$ cat src/rtl/snake_step_ctrl.sv
// Snake head stepper: reversal-filtered direction, step prescaler, game FSM.
// Define SNAKE_WRAP_EN to wrap the head at the playfield edges instead of dying.
module snake_step_ctrl #(
    parameter int TICK_DIV = 10000000,
    parameter int GRID_W   = 40,
    parameter int GRID_H   = 30,
    parameter int X_W      = 6,
    parameter int Y_W      = 5,
    parameter int START_X  = 20,
    parameter int START_Y  = 15
) (
    input  logic           CLK_100MHz,
    input  logic           Reset,
    input  logic [1:0]     dir_in,
    input  logic           start,
    input  logic           pause,
    input  logic           hit,
    output logic [X_W-1:0] head_x,
    output logic [Y_W-1:0] head_y,
    output logic [1:0]     heading,
    output logic           step,
    output logic           game_over,
    output logic [1:0]     state
);

    localparam int CW = (TICK_DIV > 1) ? $clog2(TICK_DIV) : 1;

    typedef enum logic [1:0] {
        IDLE  = 2'b00,
        RUN   = 2'b01,
        PAUSE = 2'b10,
        DEAD  = 2'b11
    } state_e;

    state_e         state_q;
    logic [X_W-1:0] x_q;
    logic [Y_W-1:0] y_q;
    logic [1:0]     heading_q;
    logic [1:0]     pend_q;
    logic [CW-1:0]  cnt_q;
    logic           step_q;
    logic           over_q;

    logic [X_W-1:0] x_d;
    logic [Y_W-1:0] y_d;
    logic           wall_d;
    logic           tick_d;
    logic           rev_d;

    assign tick_d = (cnt_q == CW'(TICK_DIV - 1));
    // Reversal is judged against the committed heading, not the pending one.
    assign rev_d  = ((dir_in ^ heading_q) == 2'b10);

    always_comb begin
        x_d    = x_q;
        y_d    = y_q;
        wall_d = 1'b0;
        unique case (pend_q)
            2'b00: begin
                if (y_q == '0) begin
`ifdef SNAKE_WRAP_EN
                    y_d = Y_W'(GRID_H - 1);
`else
                    wall_d = 1'b1;
`endif
                end else begin
                    y_d = y_q - Y_W'(1);
                end
            end
            2'b01: begin
                if (x_q == X_W'(GRID_W - 1)) begin
`ifdef SNAKE_WRAP_EN
                    x_d = '0;
`else
                    wall_d = 1'b1;
`endif
                end else begin
                    x_d = x_q + X_W'(1);
                end
            end
            2'b10: begin
                if (y_q == Y_W'(GRID_H - 1)) begin
`ifdef SNAKE_WRAP_EN
                    y_d = '0;
`else
                    wall_d = 1'b1;
`endif
                end else begin
                    y_d = y_q + Y_W'(1);
                end
            end
            default: begin
                if (x_q == '0) begin
`ifdef SNAKE_WRAP_EN
                    x_d = X_W'(GRID_W - 1);
`else
                    wall_d = 1'b1;
`endif
                end else begin
                    x_d = x_q - X_W'(1);
                end
            end
        endcase
    end

    always_ff @(posedge CLK_100MHz) begin
        if (Reset) begin
            state_q   <= IDLE;
            x_q       <= X_W'(START_X);
            y_q       <= Y_W'(START_Y);
            heading_q <= 2'b01;
            pend_q    <= 2'b01;
            cnt_q     <= '0;
            step_q    <= 1'b0;
            over_q    <= 1'b0;
        end else begin
            step_q <= 1'b0;
            if ((state_q == IDLE || state_q == RUN) && !rev_d) begin
                pend_q <= dir_in;
            end
            unique case (state_q)
                IDLE: begin
                    if (start) begin
                        state_q <= RUN;
                        cnt_q   <= '0;
                    end
                end
                RUN: begin
                    if (hit) begin
                        state_q <= DEAD;
                        over_q  <= 1'b1;
                    end else if (pause) begin
                        state_q <= PAUSE;
                    end else if (tick_d) begin
                        cnt_q <= '0;
                        if (wall_d) begin
                            state_q <= DEAD;
                            over_q  <= 1'b1;
                        end else begin
                            x_q       <= x_d;
                            y_q       <= y_d;
                            heading_q <= pend_q;
                            step_q    <= 1'b1;
                        end
                    end else begin
                        cnt_q <= cnt_q + CW'(1);
                    end
                end
                PAUSE: begin
                    if (!pause) begin
                        state_q <= RUN;
                    end
                end
                DEAD: begin
                    if (start) begin
                        state_q   <= IDLE;
                        x_q       <= X_W'(START_X);
                        y_q       <= Y_W'(START_Y);
                        heading_q <= 2'b01;
                        pend_q    <= 2'b01;
                        cnt_q     <= '0;
                        over_q    <= 1'b0;
                    end
                end
                default: state_q <= IDLE;
            endcase
        end
    end

    assign head_x    = x_q;
    assign head_y    = y_q;
    assign heading   = heading_q;
    assign step      = step_q;
    assign game_over = over_q;
    assign state     = state_q;

endmodule
$ cat config.mk
export PLATFORM = sky130hd
export DESIGN_NAME = snake_step_ctrl
export DESIGN_NICKNAME = d
export VERILOG_FILES = /design/src/rtl/snake_step_ctrl.sv
export SDC_FILE = /design/constraint.sdc
export NUM_CORES = 1
export LEC_CHECK = 0
export BUFFER_PORTS_ARGS = -buffer_cell sky130_fd_sc_hd__clkbuf_2
export CAP_MARGIN = 20
export CORE_MARGIN = 5
export CORE_UTILIZATION = 48
export DETAILED_ROUTE_END_ITERATION = 8
export PLACE_DENSITY = 0.67
export SYNTH_ARGS = -nofsm -noshare
export SYNTH_HDL_FRONTEND = slang
export SYNTH_SLANG_ARGS = --single-unit
$ cat constraint.sdc
create_clock -name CLK_100MHz -period 2.29 [get_ports CLK_100MHz]
set_input_delay 0.458 -clock CLK_100MHz [delete_from_list [all_inputs] [get_ports CLK_100MHz]]
set_output_delay 0.458 -clock CLK_100MHz [all_outputs]
set_load 0.01 [all_outputs]
**Word level (Yosys, flattened, before mapping)**

Index checks and enable logic that the tools add are counted.

- Register bits: 43

- Add/subtract/negate cells: 5
- Equality and inequality tests: 28
- Muxes and demuxes: 51
- Bitwise operators: 3
- Reduce and logical (&&, ||, !) cells: 18

Operators with widths:

| cell | count |
|---|---|
| 2-to-1 mux 24 bit | 4 |
| case mux 24 bit (2 select lines) | 1 |
| 2-to-1 mux 6 bit | 7 |
| 2-to-1 mux 5 bit | 7 |
| 2-to-1 mux 2 bit | 14 |
| adder 24 x 1 -> 24 bit, second input constant | 1 |
| equality test 24 bit, second input constant | 1 |
| case mux 6 bit (2 select lines) | 2 |
| case mux 5 bit (2 select lines) | 2 |
| != test 3 bit, second input constant | 6 |
| AND reduction 9 bit | 2 |
| != test 2 bit, second input constant | 8 |
| 2-to-1 mux 1 bit | 10 |
| AND reduction 5 bit | 2 |
| equality test 2 bit, second input constant | 4 |
| != test 4 bit, second input constant | 2 |
| case mux 2 bit (4 select lines) | 1 |
| adder 6 x 1 -> 6 bit, second input constant | 1 |
| equality test 6 bit, second input constant | 1 |
| zero test 6 bit | 1 |
| AND reduction 6 bit | 1 |
| subtractor 6 x 1 -> 6 bit, second input constant | 1 |
| adder 5 x 1 -> 5 bit, second input constant | 1 |
| equality test 5 bit, second input constant | 1 |
| 19 further kinds | 24 |

**Logic depth before layout (Yosys ltp)**

- Depth in word-level cells: 8
- Mapped depth: 9

**Least setup slack after synthesis**

Ideal clock, no wire load.

- Path kind: register -> register
- From: reg pend_q[0]
- To: reg y_q[4], in the netlist head_y[4]
- Arrival: 2.005 ns
- Required time: 2.216 ns
- Setup slack: 0.210 ns
- Stages on the path, launching flop included: 9
- Path buffers: 0
- Clock period less this slack: 2.080 ns
- Cell sequence: dfxtp_1 > or2b_1 > inv_1 > fa_1 > nor2b_1 > o21ai_0 > and3_1 > or4_1 > a31oi_1

- Cells in the longest elaborated chain, start to end: 7

Ends and longest elaborated chain:

| element | line | RTL |
|---|---|---|
| from (decl) | 39 | `logic [1:0] pend_q;` |
| from (signal assigned) | 119 | `pend_q <= dir_in;` |
| equality test 2 bit or zero test 2 bit (tied branches) | 58 | `unique case (pend_q)` |
| case mux 5 bit (2 select lines) | 58 |  |
| 2-to-1 mux 5 bit | 136 | `if (wall_d) begin` |
| 2-to-1 mux 5 bit | 134 | `end else if (tick_d) begin` |
| 2-to-1 mux 5 bit | 132 | `end else if (pause) begin` |
| 2-to-1 mux 5 bit | 129 | `if (hit) begin` |
| case mux 5 bit (2 select lines) | 121 | `unique case (state_q)` |
| to (signal assigned) | 110 | `y_q <= Y_W'(START_Y);` |
| to (signal assigned) | 141 | `y_q <= y_d;` |
| to (signal assigned) | 158 | `y_q <= Y_W'(START_Y);` |
| to (decl) | 37 | `logic [Y_W-1:0] y_q;` |

Several ways; a longest one is shown, not always the timed one. The select of a mux whose other input is x is not followed.
A chain may end at the register's enable or synchronous reset.

**Worst setup path after layout**

- From: reg cnt_q[8]
- To: reg over_q, in the netlist game_over

- Cells in the longest elaborated chain, start to end: 3

Ends and longest elaborated chain:

| element | line | RTL |
|---|---|---|
| from (decl) | 40 | `logic [CW-1:0] cnt_q;` |
| from (signal assigned) | 146 | `cnt_q <= cnt_q + CW'(1);` |
| equality test 24 bit | 50 | `assign tick_d = (cnt_q == CW'(TICK_DIV - 1));` |
| != test 3 bit (no source line) | n/a |  |
| AND reduction 5 bit (no source line) | n/a |  |
| to (signal assigned) | 115 | `over_q <= 1'b0;` |
| to (signal assigned) | 131 | `over_q <= 1'b1;` |
| to (signal assigned) | 138 | `over_q <= 1'b1;` |
| to (decl) | 42 | `logic over_q;` |

No other way between the ends.

==> metrics.txt <==
status=finished clean; Reg area=around 860 µm²; Initial Util=49.31%; CTS clock-pin slew for the worst setup and hold paths=0.08 ns; Tightest Pin Transition=roughly 0.43 ns; die height=between 80 and 90 µm; Clk Latency, worst-skew pair=about 0.30 ns; clock skew=slightly above 0.008 ns; TritonCTS buffer count=5; CTS Hold Bufs=0; Die Wd=84.99 µm; relative slew slack=71.31%; Hold Crit Class=in2reg; Max VDD drop=0.5213 mV; drc violations=0; Seq/Total Area, Yosys=a little under a third; GRT met1 Usage=between 20% and 30%; syn avg cell area=about 8.4 µm²; # H-tree levels=2; Seq pwr share=36.3%; P&R area growth vs syn=16.83%; Congestion Overflow GR=0; post-detailed-route count of antenna-violating nets=0; clock buffer depth=2; largest net degree at the start of global routing=24; critical path's largest stage delay=around 0.5 ns; drt wl/cell=14.08 µm; Async SR Flop Fraction=0%; multi-input logic area=~0.0018 mm²; Synth Register Bits=43; EDFF count, synth=0; n_diodes=0; Critical Path AT=2.37 ns; share of cells above drive strength 1=18.90%; TritonRoute pass-1 iters=4; Routed Wire Length=6.151 mm; Util after Layout=57.61%; CP max stage cell=or4_1; FMAX=about 470 MHz; row count=27; initial antenna violation count=0; final period utilization=93.01%; setup violators final=0; Filler Cells Inserted=about 520; Net Switching=between 800 and 900 µW; max-cap violation count=0; DIE AREA=just over 0.007 mm²; syn_nets=around 340; final-report hold violation count=0; Max FO, Critical Path=5; # port buffers=23; final max-slew violation count=0; Final nets=385; Iter 0 DRT Violations=90; All-Layer GR Usage=between 10% and 20%; M3 GR Usage=between 3 and 4%; Leak=0.001265 µW; area leader, netlist=dfxtp_1; clk root buf=clkbuf_8; Cell Area, Synth=0.002699 mm²; Internal Power=~1500 µW; crit end category=register; I/O Pins=24; Tmin final=between 2 and 2.5 ns; top-area cell type share of the netlist area=approximately a third; PwrDens=approximately 750 mW/mm²; vias per std cell=between 5 and 6; Setup Total Neg Slack=0 ns; first-pass GRT wire length=about 11 mm; met2 Use GR=30.30%; clock share of power=a little over a quarter; cell chain of the critical path=nor4_1 > nand4_1 > or3_1 > or4_1 > a31oi_1; WP data required=2.53 ns; core region area=~0.0055 mm²; Yosys Warn Count=0; sw frac=approximately a third; Most used DFF post-synth=dfxtp_1; CTS tree=built; CTS Sinks=43; GPL Wtd Cong=around 0.82; DP HPWL=~4.7 mm; Gate Count Post-Synth=between 300 and 400; most used routing layer=met2; top post-synthesis cells by area=dfxtp_1, xnor2_1, nor2_1; Gate power share=between 30% and 40%; RSZ-0062 raised after global routing=no; CP Class=reg2reg; via count=2439; crit start category=register; vias in the first global route=2363; Synth cell types=56
## worst max-delay path, delay by kind of cell, from the launching register on
kind	cells	cell delay [ns]
AOI/OAI and AO/OA	1	0.16
DFF	1	0.37
and+or+nand+nor	4	1.52
## state kept, by name (all words and copies together) (netlist names)
name / count
heading: 2
step: 1
cnt_q: 24
game_over: 1
pend_q: 2
head_y: 5
state: 2
head_x: 6
## kinds of logic (layout without fill, tap and decap cells)
kind of cell / count (synthesis) / count (layout) / synth area share, %
flip-flops: 43 / 43 / 31.90
AO/OA/AOI/OAI: 46 / 46 / 12.66
XOR/XNOR: 26 / 26 / 8.437
multiplexers: 16 / 16 / 6.166
AND/OR/NAND/NOR: 153 / 153 / 30.46
adder cells (fa/ha/maj): 14 / 14 / 7.047
buffers and inverters: 24 / 67 / 3.338
## cell usage after synthesis, types with 2 or more instances
cell type	number
or4_1	3
or2_2	3
nand4_1	11
nand2_1	24
mux2i_1	11
xnor2_1	22
inv_1	14
nand3_1	11
nor3_1	14
and4_1	5
a31oi_1	2
clkbuf_1	9
a21o_1	3
nor4_1	8
and2_1	3
nor4b_1	4
and3_1	4
fa_1	2
nand2b_1	3
ha_1	12
mux2_2	4
nor2_1	44
o21ai_0	6
a211oi_1	3
o21a_1	2
a21oi_1	13
or3_1	2
nor2b_1	7
dfxtp_1	43
xor2_1	4
## final cells by class
class | instances | share of cell area [%]
flip-flops and latches | 43 | 27.42
clock inverters | 2 | 1.111
multi-input cells | 255 | 55.56
inverters | 15 | 1.786
repair buffers | 44 | 8.651
well taps | 72 | 2.857
clock buffers | 6 | 2.619
## repair_timing
item                       4_1_cts  5_1_grt
setup endpoints to repair        0        1
resized for setup                0        4
buffers inserted                 0        0
## final timing paths
path	from	endpoint	slack, ns	cells after the start
min	dir_in[0]	pend_q[0]	0.40	3
max	cnt_q[8]	game_over	0.16	5
max reg2reg	cnt_q[8]	game_over	0.16	5
min reg2reg	cnt_q[1]	cnt_q[1]	0.50	2
## per-layer routing
| metal | wire (µm) | share of wire, % | vias to the layer above |
|---|---|---|---|
| met5 | 0 | 0 | - |
| met2 | 2985 | 49 | 39 |
| li1 | - | - | 1234 |
| met1 | 2820 | 46 | 1155 |
| met3 | 233 | 3.8 | 11 |
| met4 | 112 | 1.8 | 0 |
## metrics by stage
step / worst slack, ns / std cells / area, µm² / total power [µW] / hold slack, ns
floorplan: 0.2102 / 322 / 2699 / 1511 / 0.4620
global placement: 0.1232 / 429 / 3028 / 1728 / 0.4804
detailed placement: 0.06332 / 429 / 3028 / 1740 / 0.4903
CTS: 0.04844 / 437 / 3146 / 2365 / 0.3979
global route: 0.02363 / 437 / 3153 / 2507 / 0.4309
finish: 0.1601 / 437 / 3153 / 2356 / 0.4024
## cells in the final DEF, fill, tap and decap left out, drive strengths merged, types with 3 or more instances in the layout
cell type  Yosys  routed
o21ai          7       7
nor4b          5       5
nand3         11      11
nand2         24      24
and2           3       3
nand4         11      11
xor2           4       4
and4           5       5
a21oi         14      14
buf            0      21
or4            3       3
nor2b          7       7
nand2b         3       3
a21o           3       3
mux2           5       5
xnor2         22      22
a211oi         4       4
ha            12      12
nor4           8       8
nor2          44      44
and3           4       4
mux2i         11      11
clkbuf         9      29
inv           14      14
or2            3       3
dfxtp         43      43
nor3          14      14
## power by group through the flow
stage | Sequential (µW) | Combinational (µW) | Clock, µW
floorplan | 876 | 635 | 0
global placement | 868 | 861 | 0
detailed placement | 869 | 871 | 0
CTS | 852 | 875 | 638
global route | 866 | 971 | 670
finish | 854 | 876 | 625
No activity file was read; power rests on OpenSTA's default activity.
